[src/rtl/if_id_pkg.sv]
// Shared types and reset/bubble constants for the IF/ID pipeline boundary.
package if_id_pkg;

    localparam logic [31:0] IF_ID_PC_RESET    = 32'h0000_0020;
    localparam logic [15:0] IF_ID_RESET_INSTR = 16'h5790;
    localparam logic [15:0] IF_ID_NOP         = 16'h5000;

    typedef struct packed {
        logic [31:0] pc;
        logic [15:0] instr;
        logic [15:0] port;
    } if_id_beat_t;

endpackage

[src/rtl/if_id_beat_reg.sv]
// One beat-wide register with valid bit; a constant load (reset/bubble) beats
// a normal load, which beats a clear.
module if_id_beat_reg
    import if_id_pkg::*;
#(
    parameter int         W     = 64,
    parameter logic [W-1:0] RST_D = '0,
    parameter logic       RST_V = 1'b0
) (
    input  logic         clk,
    input  logic         rst,
    input  logic         load,
    input  logic         load_const,
    input  logic         clear,
    input  logic [W-1:0] d,
    input  logic [W-1:0] const_d,
    output logic         valid,
    output logic [W-1:0] q
);

    always_ff @(posedge clk) begin
        if (rst) begin
            valid <= RST_V;
            q     <= RST_D;
        end else if (load_const) begin
            valid <= 1'b1;
            q     <= const_d;
        end else if (load) begin
            valid <= 1'b1;
            q     <= d;
        end else if (clear) begin
            valid <= 1'b0;
        end
    end

endmodule

[src/rtl/if_id_skid_stage.sv]
// IF/ID boundary with a 2-entry skid so in_ready depends only on registered
// state and en; supports flush-to-bubble and a global enable.
module if_id_skid_stage
    import if_id_pkg::*;
#(
    parameter int                PC_W         = 32,
    parameter int                INSTR_W      = 16,
    parameter int                PORT_W       = 16,
    parameter logic [PC_W-1:0]    PC_RESET     = IF_ID_PC_RESET,
    parameter logic [INSTR_W-1:0] RESET_INSTR  = IF_ID_RESET_INSTR,
    parameter logic [INSTR_W-1:0] NOP_INSTR    = IF_ID_NOP,
    parameter bit                FLUSH_BUBBLE = 1'b1
) (
    input  logic               clk,
    input  logic               rst,
    input  logic               en,
    input  logic               flush,
    input  logic               in_valid,
    output logic               in_ready,
    input  logic [PC_W-1:0]    in_pc,
    input  logic [INSTR_W-1:0] in_instr,
    input  logic [PORT_W-1:0]  in_port,
    output logic               out_valid,
    input  logic               out_ready,
    output logic [PC_W-1:0]    out_pc,
    output logic [INSTR_W-1:0] out_instr,
    output logic [PORT_W-1:0]  out_port,
    output logic [1:0]         occupancy
);

    localparam int BEAT_W = PC_W + INSTR_W + PORT_W;
    localparam logic [BEAT_W-1:0] M_RST = {PC_RESET, RESET_INSTR, {PORT_W{1'b0}}};

    logic              m_valid, s_valid;
    logic [BEAT_W-1:0] m_q, s_q, in_beat, bubble_beat, m_d;
    logic              accept, drain, m_free;
    logic              m_load, m_load_const, m_clear;
    logic              s_load, s_clear;

    assign in_beat     = {in_pc, in_instr, in_port};
    assign bubble_beat = {in_pc, NOP_INSTR, {PORT_W{1'b0}}};

    assign in_ready  = en & ~s_valid;
    assign accept    = in_valid & in_ready & ~flush;
    assign drain     = m_valid & out_ready & en;
    assign m_free    = ~m_valid | drain;
    assign m_d       = s_valid ? s_q : in_beat;

    // Flush outranks normal traffic; S always refills M before a new beat can.
    always_comb begin
        m_load       = 1'b0;
        m_load_const = 1'b0;
        m_clear      = 1'b0;
        s_load       = 1'b0;
        s_clear      = 1'b0;
        if (en) begin
            if (flush) begin
                m_load_const = FLUSH_BUBBLE;
                m_clear      = ~FLUSH_BUBBLE;
                s_clear      = 1'b1;
            end else if (m_free) begin
                m_load  = s_valid | accept;
                m_clear = ~s_valid & ~accept;
                s_clear = s_valid;
            end else begin
                s_load = accept;
            end
        end
    end

    if_id_beat_reg #(
        .W     (BEAT_W),
        .RST_D (M_RST),
        .RST_V (1'b1)
    ) u_main (
        .clk        (clk),
        .rst        (rst),
        .load       (m_load),
        .load_const (m_load_const),
        .clear      (m_clear),
        .d          (m_d),
        .const_d    (bubble_beat),
        .valid      (m_valid),
        .q          (m_q)
    );

    if_id_beat_reg #(
        .W     (BEAT_W),
        .RST_D ('0),
        .RST_V (1'b0)
    ) u_skid (
        .clk        (clk),
        .rst        (rst),
        .load       (s_load),
        .load_const (1'b0),
        .clear      (s_clear),
        .d          (in_beat),
        .const_d    ({BEAT_W{1'b0}}),
        .valid      (s_valid),
        .q          (s_q)
    );

    assign out_valid = m_valid;
    assign out_pc    = m_q[BEAT_W-1 -: PC_W];
    assign out_instr = m_q[PORT_W +: INSTR_W];
    assign out_port  = m_q[PORT_W-1:0];
    assign occupancy = {1'b0, m_valid} + {1'b0, s_valid};

endmodule

[config.mk]
export PLATFORM = sky130hd
export DESIGN_NAME = if_id_skid_stage
export DESIGN_NICKNAME = d
export VERILOG_FILES = /design/src/rtl/if_id_pkg.sv /design/src/rtl/if_id_beat_reg.sv /design/src/rtl/if_id_skid_stage.sv
export SDC_FILE = /design/constraint.sdc
export NUM_CORES = 1
export LEC_CHECK = 0
export ABC_AREA = 1
export CAP_MARGIN = 20
export CORE_UTILIZATION = 50
export DETAILED_ROUTE_END_ITERATION = 10
export PLACE_DENSITY = 0.8
export RECOVER_POWER = 100
export SLEW_MARGIN = 40
export SYNTH_ARGS = -nofsm -noshare
export SYNTH_HDL_FRONTEND = slang
export SYNTH_SLANG_ARGS = --single-unit
[constraint.sdc]
create_clock -name clk -period 1.9 [get_ports clk]
set_input_delay 0.38 -clock clk [delete_from_list [all_inputs] [get_ports clk]]
set_output_delay 0.38 -clock clk [all_outputs]
set_load 0.02 [all_outputs]
**Word-level counts from Yosys, hierarchy flattened**

Cells that the tools add are included.

- Bits in registers: 130
- Input port bits: 70
- Output and inout port bits: 68
- Word-level logic and storage cells: 41

- Add/sub/neg operators: 1
- Multiplexer cells: 19
- Bitwise gates (word level): 12
- Reductions and logical operators: 4

Operators by type and width:

| cell | count |
|---|---|
| 64-bit 2-to-1 mux | 3 |
| 1-bit 2-to-1 mux | 16 |
| 1-bit bitwise AND | 6 |
| 1-bit inverter | 4 |
| 2-bit nonzero test | 2 |
| 3-bit OR reduction | 1 |
| 1-bit by 1-bit adder with 2-bit output | 1 |
| 1-bit OR | 2 |
| 2-bit OR reduction | 1 |

**Depth between registers and ports, before layout**

Gate-level depths: netlist (run 1).

- Depth in word-level cells: 10
- Gate-level depth with buffers: 9

**By module**

From an unflattened synthesis (run 1), not the netlist that was laid out.

- Cell total of the unflattened synthesis: 1190
- Area total of the unflattened synthesis: 7064.3 µm²

Modules (own cells, without submodules):

| module | times used | cells each | area an instance (µm²) |
|---|---|---|---|
| if_id_beat_reg at u_skid | 1 | 488 | 3116.7 |
| if_id_beat_reg at u_main | 1 | 472 | 2997.9 |
| if_id_skid_stage | 1 | 230 | 949.7 |

**Worst setup path before layout (run 1)**

No wires, ideal clock.

- Path kind: register to output
- Start point: register u_skid.valid
- End point: output in_ready
- Data arrival time: 1059 ps
- Required time: 1520 ps
- Path slack: 461 ps
- Cell stages (with the launch flop): 5
- Cell sequence: dfxtp_1 -> buf_2 -> buf_2 -> buf_2 -> nor2_1

- Word-level cells in the longest chain between the ends: 2

Ends and longest elaborated chain:

| item | RTL line | RTL |
|---|---|---|
| start: declaration | if_id_beat_reg.sv:17 | `output logic valid,` |
| start signal: assignment | if_id_beat_reg.sv:23 | `valid <= RST_V;` |
| start signal: assignment | if_id_beat_reg.sv:26 | `valid <= 1'b1;` |
| start signal: assignment | if_id_beat_reg.sv:29 | `valid <= 1'b1;` |
| 1-bit inverter | if_id_skid_stage.sv:43 | `assign in_ready = en & ~s_valid;` |
| 1-bit bitwise AND | if_id_skid_stage.sv:43 |  |
| end: declaration | if_id_skid_stage.sv:19 | `output logic in_ready,` |

Every way passes these cells.

**Final worst setup path (run 1)**

- Start point: register u_main.q[38]
- End point: output out_pc[6]

RTL lines:

| item | RTL line | RTL |
|---|---|---|
| start: declaration | if_id_beat_reg.sv:18 | `output logic [W-1:0] q` |
| start signal: assignment | if_id_beat_reg.sv:27 | `q <= const_d;` |
| end: declaration | if_id_skid_stage.sv:25 | `output logic [PC_W-1:0] out_pc,` |

No word-level cell between the ends.

==> results by group, run 1 <==
Timing
  – PnR worst setup slack: 0.0776 ns
  – Final min period: 1.82 ns
  – RSZ-0062 raised after global routing: no
  – Fin. Hold Viols: 0
  – Worst slew pin tran: 0.392 ns
  – Clock Skews: 0.00752 ns
  – Rel. slew slack: 73.9%
  – Fin crit share: 95.9%
  – Final setup fails: 0
  – Maximum clock frequency: 549 MHz
  – Final-report max-slew violation count: 0

Synthesis
  – Syn Inst Count: 865
  – EDFF count, synth: 0
  – Sequential fraction of the synthesis area: 45.0%
  – Synth Flop Type: dfxtp_1
  – Syn Nets: 936
  – Post-Syn Area: 5780 um^2
  – Ys Warns: 0
  – Flops & latches, synth: 130
  – Mapped Avg Cell Area: 6.68 um^2
  – Async SR Flop Fraction: 0%
  – Synth cell types: 24

Critical path
  – Max incr delay on CP: 0.71 ns
  – Worst Path Arrival: 1.44 ns
  – Buf/Inv on CP: 1
  – Crit-path max FO: 2
  – Reg2reg start: u_main.valid
  – Slowest-stage cell, CP: dlygate4sd3_1
  – Reg2reg setup slack: 0.33 ns
  – Crit. End Element: output pin
  – CP Class: flip-flop to output pin
  – CP startpoint kind: flip-flop
  – CP Cell Sequence: dlygate4sd3_1
  – Required time worst endpoint: 1.52 ns
  – R2R cell count: 8
  – Reg2reg end: u_main.q[60]
  – Crit path max-delay family: buffers and inverters

Floorplanning
  – Die Wd: 110 um
  – Die ar.: 12000 um^2
  – Cell row count: 38
  – Initial Utilization: 52.4%
  – Core area: 11000 um^2
  – IO Count: 138
  – Die Height: 110 um

Drt
  – Initial DRC Count: 353
  – Drt wl/cell: 13.3 um
  – Pre-antenna DRT Iters: 7
  – Detailed-route DRC error count: 0
  – DR vias: 5833
  – Final Routed Wirelength: 15.4 mm
  – Routed vias/inst: 5.06
  – Post-route ant nets: 0

Clock network
  – Post_cts resized: 4
  – Hold Buf Count CTS: 0
  – Clock root buffer: clkbuf_16
  – CTS tree: done
  – Clk buf depth: 2
  – Clock sink count: 130
  – Setup repair bufs after CTS: 0
  – CTS clk-pin slew, worst paths: 0.05 ns
  – H-tree level count: 4
  – CTS buffer count: 17
  – Clk_lat worst skew: 0.41 ns

Min path
  – Worst hold start: u_main.q[40]
  – Hold Path Class: flip-flop to flip-flop
  – Depth of the worst hold-timing path: 2
  – Hold endpoint: u_main.q[40]

Placed design
  – Dpl ws: -0.0811 ns
  – Area after DPL: 7330 um^2
  – DPL Wire Length: 9.70 mm
  – Placed instance count: 1121
  – Port bufs: 137
  – Placer congestion estimate: 0.806

Layout
  – Area Overhead vs Synth: 36.7%
  – Design Area, Final: 7900 um^2
  – Fin cells: 1152
  – Layout cells sized above 1: 7.21%
  – Finished Core Util: 71.6%
  – Final-layout fill cell count: 914
  – # diodes: 0
  – Nets@finish: 1071
  – Multi-input gate area: 2710 um^2
  – Reg area: 2600 um^2

Outcome
  – Status: completed

Global routing
  – Grt total ovfl: 0
  – Largest net degree at the start of global routing: 40
  – GR Util All Layers: 26.7%
  – Global-route wire length before repair: 25.0 mm
  – Initial antenna violation count: 0
  – Vias in the first global route: 5317

Pwr
  – Final Power: 0.00708 W
  – Peak supply drop: 0.000755 V
  – Pleak: 3.66 nW
  – Power density cells: 896 nW/um^2

Job
  – Max-cap viol count: 0
## cell usage after synthesis (2+ instances only)
cell type  number  area [um^2]
a21oi_1        50          250
buf_1           7         26.3
nand2_1       315         1180
clkbuf_2        4         20.0
clkbuf_1       12         45.0
inv_2           6         22.5
buf_4           4         30.0
nand2_2         2         12.5
o21ai_0        76          380
nand3_1        29          145
inv_1          36          135
dfxtp_1       130         2600
o21ai_1         8         40.0
nand4_1        14         87.6
buf_2          23          115
nor2_1        134          503
o31ai_1         2         15.0
buf_6           7         78.8
## final cells by class
| cell class | instances | share of cell area (%) |
|---|---|---|
| clock buffers | 22 | 5.88 |
| well taps | 140 | 2.22 |
| inverters | 42 | 2.00 |
| flip-flops and latches | 130 | 33.0 |
| repair buffers | 173 | 21.0 |
| multi-input cells | 636 | 34.2 |
| clock inverters | 9 | 1.66 |
## cells by family after synthesis
group	after synthesis	synth area share, %
compound gates	136	11.9
fa+ha+maj	1	0.216
buf+inv	99	8.18
flops	130	45.0
simple gates	499	34.7
## how the worst max path moves through the flow
stage                       startpoint           end  depth (start not counted)
after floorplan           u_skid.valid      in_ready                          4
after global placement              en      in_ready                          4
after detailed placement            en      in_ready                          4
after CTS                 u_main.q[12]  out_port[12]                          1
after global routing      u_main.q[45]    out_pc[13]                          1
final                     u_main.q[38]     out_pc[6]                          1
## sequential cells by signal (all words and copies together), names as in the netlist
register and flops:
u_main.q 64, u_main.valid 1, u_skid.q 64, u_skid.valid 1
## where the power goes
part / leakage [nW] / total, W / switching [W] / internal [W]
clock: 0.282 / 0.00329 / 0.00117 / 0.00212
sequential: 1.06 / 0.00291 / 0.0000603 / 0.00285
combinational: 2.32 / 0.000883 / 0.000494 / 0.000389
## per-layer routing
metal	track usage (%)	vias up	share of wire (%)
li1	-	3001	-
met1	32.6	2608	43
met2	45.6	202	48
met3	6.70	22	6.9
met4	9.33	0	1.6
met5	0	-	0
## stage by stage
| stage | setup TNS [ns] | hold slack [ns] |
|---|---|---|
| 2_1_floorplan | 0 | 0.454 |
| 3_3_place_gp | -1.69 | 0.437 |
| 3_5_place_dp | -4.76 | 0.438 |
| 4_1_cts | 0 | 0.452 |
| 5_1_grt | 0 | 0.460 |
| 6_report | 0 | 0.444 |
## tightest hold or removal path: stages, from the launching register on
cell and delay, ns:
dfxtp_1 0.32, nand2_1 0.05, nand2_1 0.05
## placed cells by master (no fill, tap or decap), drive strengths merged, types with 27 or more instances in the layout
cell	instances
a21oi	50
buf	27
o21ai	84
nor2	136
nand2	318
dlygate4sd3	57
nand3	30
clkdlybuf4s50	76
clkbuf	31
inv	42
dfxtp	130
(Power assumes the default switching activity.)
==> run 2, diff against run 1 <==
--- a/config.mk
+++ b/config.mk
@@ -5,11 +5,11 @@
 export SDC_FILE = /design/constraint.sdc
 export NUM_CORES = 1
 export LEC_CHECK = 0
-export ABC_AREA = 1
 export CAP_MARGIN = 20
-export CORE_UTILIZATION = 50
+export CORE_UTILIZATION = 51
+export CTS_CLUSTER_SIZE = 14
 export DETAILED_ROUTE_END_ITERATION = 10
-export PLACE_DENSITY = 0.8
+export PLACE_DENSITY = 0.89
 export RECOVER_POWER = 100
 export SLEW_MARGIN = 40
 export SYNTH_ARGS = -nofsm -noshare
==> run 2 against run 1 <==
  * The flow now finishes with violations (DRC)
  * Clock skew grew 0.0040 ns
  * Core utilization is 0.21 points higher
  * Synthesized area is 6.0% higher
  * Largest power group unchanged
  * Largest cell class unchanged
  * Highest routed layer unchanged
  * Final area rose by 5.1%
==> results by group, run 2 <==
Timing
  – Maximum clock frequency: 537 MHz (was 549 MHz)
  – Final setup fails: 0 (unchanged)
  – Fin crit share: 98.1% (was 95.9%)
  – Final min period: 1.86 ns (was 1.82 ns)
  – Hold_ws: 0.476 ns (was 0.444 ns)
  – RSZ-0062 raised after global routing: no (unchanged)
  – Rel. slew slack: 68.1% (was 73.9%)
  – Fin. Hold Viols: 0 (unchanged)
  – Final-report max-slew violation count: 0 (unchanged)
  – Clock Skews: 0.0116 ns (was 0.00752 ns)
  – Worst slew pin tran: 0.479 ns (was 0.392 ns)
  – Setup TNS: 0 ns (unchanged)

Critical path
  – Slowest-stage cell, CP: dlygate4sd3_1 (unchanged)
  – Required time worst endpoint: 1.52 ns (about the same)
  – CP endpoint: out_pc[13] (was out_pc[6])
  – R2R cell count: 5 (was 8)
  – Levels on crit path: 1 (unchanged)
  – Crit path max-delay family: buffers and inverters (unchanged)
  – Worst Setup SP: u_main.q[45] (was u_main.q[38])
  – Max incr delay on CP: 0.71 ns (about the same)
  – Reg2reg end: u_main.q[42] (was u_main.q[60])
  – Worst Path Arrival: 1.48 ns (was 1.44 ns)
  – Reg2reg start: u_skid.valid (was u_main.valid)
  – CP Class: flip-flop to output pin (unchanged)
  – Reg2reg setup slack: 0.08 ns (was 0.33 ns)
  – Crit. End Element: output pin (unchanged)
  – CP Cell Sequence: dlygate4sd3_1 (unchanged)
  – Crit-path max FO: 2 (unchanged)
  – Buf/Inv on CP: 1 (unchanged)
  – CP startpoint kind: flip-flop (unchanged)

Floorplanning
  – Cell row count: 39 (was 38)
  – Core area: 11600 um^2 (was 11000 um^2)
  – Die ar.: 12500 um^2 (was 12000 um^2)
  – Initial Utilization: 53.0% (was 52.4%)
  – Die Wd: 112 um (was 110 um)
  – Die Height: 112 um (was 110 um)
  – IO Count: 138 (unchanged)

Global routing
  – Busiest grt layer: met2 (unchanged)
  – Grt total ovfl: 0 (unchanged)
  – Grt met1 use: 37.0% (was 32.6%)
  – Largest net degree at the start of global routing: 103 (was 40)
  – Initial antenna violation count: 0 (unchanged)
  – GR Util All Layers: 32.4% (was 26.7%)
  – GRT met3 Usage: 9.47% (was 6.70%)
  – GRT met2 Usage: 53.8% (was 45.6%)
  – Vias in the first global route: 6547 (was 5317)
  – Global-route wire length before repair: 32.2 mm (was 25.0 mm)

Synthesis
  – Synth cell types: 35 (was 24)
  – Yosys top cell by area: dfxtp_1 (unchanged)
  – Ys Warns: 0 (unchanged)
  – Top post-synthesis cells by area: dfxtp_1, a31oi_1, mux2_2, a21oi_1, mux2i_1 (was dfxtp_1, nand2_1, nor2_1, o21ai_0, a21oi_1)
  – Top post-synthesis cells by count: dfxtp_1, a21oi_1, nand3_1, o21ai_0, a31oi_1 (was nand2_1, nor2_1, dfxtp_1, o21ai_0, a21oi_1)
  – Flops & latches, synth: 130 (unchanged)
  – Synth Flop Type: dfxtp_1 (unchanged)
  – Post-synth top area share: 42.5% (was 45.0%)
  – Syn Inst Count: 688 (was 865)
  – Mapped Avg Cell Area: 8.91 um^2 (was 6.68 um^2)
  – EDFF count, synth: 0 (unchanged)
  – Sequential fraction of the synthesis area: 42.5% (was 45.0%)
  – Syn Nets: 759 (was 936)
  – Post-Syn Area: 6130 um^2 (was 5780 um^2)
  – Most common cell in the netlist: dfxtp_1 (was nand2_1)
  – Async SR Flop Fraction: 0% (unchanged)

Drt
  – DR vias: 6477 (was 5833)
  – Routed vias/inst: 6.78 (was 5.06)
  – Initial DRC Count: 695 (was 353)
  – Pre-antenna DRT Iters: 9 (was 7)
  – Post-route ant nets: 0 (unchanged)
  – Final Routed Wirelength: 19.9 mm (was 15.4 mm)
  – Detailed-route DRC error count: 8 (was 0)
  – Drt wl/cell: 20.8 um (was 13.3 um)

Layout
  – Area Overhead vs Synth: 35.6% (was 36.7%)
  – Final-layout fill cell count: 789 (was 914)
  – Nets@finish: 870 (was 1071)
  – Biggest registers after layout: u_main.q: 64 flops, u_skid.q: 64 flops (unchanged)
  – Commonest non-fill, non-tap cells in the layout: dfxtp_1, clkdlybuf4s50_1, a21oi_1, nand3_1, o21ai_0 (was nand2_1, nor2_1, dfxtp_1, o21ai_0, clkdlybuf4s50_1)
  – Fin cells: 955 (was 1152)
  – Layout cells sized above 1: 14.2% (was 7.21%)
  – # diodes: 0 (unchanged)
  – Commonest non-fill, non-tap cell in the layout: dfxtp_1 (was nand2_1)

Pwr
  – Peak supply drop: 0.000421 V (was 0.000755 V)
  – Pleak: 2.82 nW (was 3.66 nW)
  – Final Power: 0.00717 W (was 0.00708 W)
  – Power density cells: 863 nW/um^2 (was 896 nW/um^2)

Placed design
  – Port bufs: 137 (unchanged)
  – Placed instance count: 923 (was 1121)
  – Placer congestion estimate: 0.857 (was 0.806)
  – DPL Wire Length: 12.3 mm (was 9.70 mm)

Outcome
  – Failing checks: DRC
  – Status: finished with violations (was completed)

Job
  – Max-cap viol count: 0 (unchanged)

Clock network
  – CTS tree: done (unchanged)
  – Clock root buffer: clkbuf_16 (unchanged)
  – Setup repair bufs after CTS: 0 (unchanged)
  – Hold Buf Count CTS: 0 (unchanged)
  – Post_cts resized: 4 (unchanged)
  – H-tree level count: 4 (unchanged)
  – Clk_lat worst skew: 0.43 ns (was 0.41 ns)
  – Clock sink count: 130 (unchanged)
  – CTS clk-pin slew, worst paths: 0.06 ns (was 0.05 ns)
  – CTS buffer count: 17 (unchanged)
  – Clk buf depth: 2 (unchanged)

Min path
  – Hold Path Class: flip-flop to flip-flop (unchanged)
[run 2: cell type report]
class,instances,area (um^2),share of cell area [%]
repair buffers,183,1880,22.7
clock inverters,11,105,1.27
well taps,143,179,2.15
clock buffers,21,470,5.66
multi-input cells,467,3060,36.9
flip-flops and latches,130,2610,31.4
[run 2: cells by family (layout without fill, tap and decap cells)]
group           Yosys count  in the layout  synth area share (%)
compound gates          253            253                  25.5
fa+ha+maj                 1              1                 0.204
buf+inv                  91            215                  7.74
flops                   130            130                  42.5
mux                      64             64                  11.1
simple gates            149            149                  13.0
[run 2: where the power goes]
| group | internal (W) | switching [W] |
|---|---|---|
| Clock | 0.00190 | 0.00124 |
| Combinational | 0.000502 | 0.000643 |
| Sequential | 0.00282 | 0.0000540 |
| Total | 0.00523 | 0.00194 |
[run 2: routing by layer]
layer  up-vias  share of wire (%)
li1       2871                  -
met1      3079                 38
met2       429                 49
met3        98                8.5
met4         0                4.2
met5         -                  0
[run 2: how the worst min path moves through the flow]
| stage | cells after the start | from | endpoint | slack, ns |
|---|---|---|---|---|
| detailed placement | 2 | u_skid.q[59] | u_skid.q[59] | 0.46 |
| CTS | 2 | u_skid.q[59] | u_skid.q[59] | 0.47 |
| global route | 2 | u_skid.q[6] | u_skid.q[6] | 0.50 |
| floorplan | 2 | u_skid.q[32] | u_skid.q[32] | 0.45 |
| global placement | 2 | u_skid.q[55] | u_skid.q[55] | 0.46 |
| finish | 2 | u_skid.q[53] | u_skid.q[53] | 0.48 |
[run 2: through the flow]
| stage | cell area, um^2 | worst slack (ns) | util [%] |
|---|---|---|---|
| after detailed placement | 7770 | -0.137 | 67.2 |
| final | 8310 | 0.0368 | 71.8 |
| after global placement | 7770 | -0.0835 | 67.2 |
| after CTS | 8340 | 0.0624 | 72.1 |
| after floorplan | 6130 | 0.351 | - |
| after global routing | 8310 | 0.00728 | 71.8 |
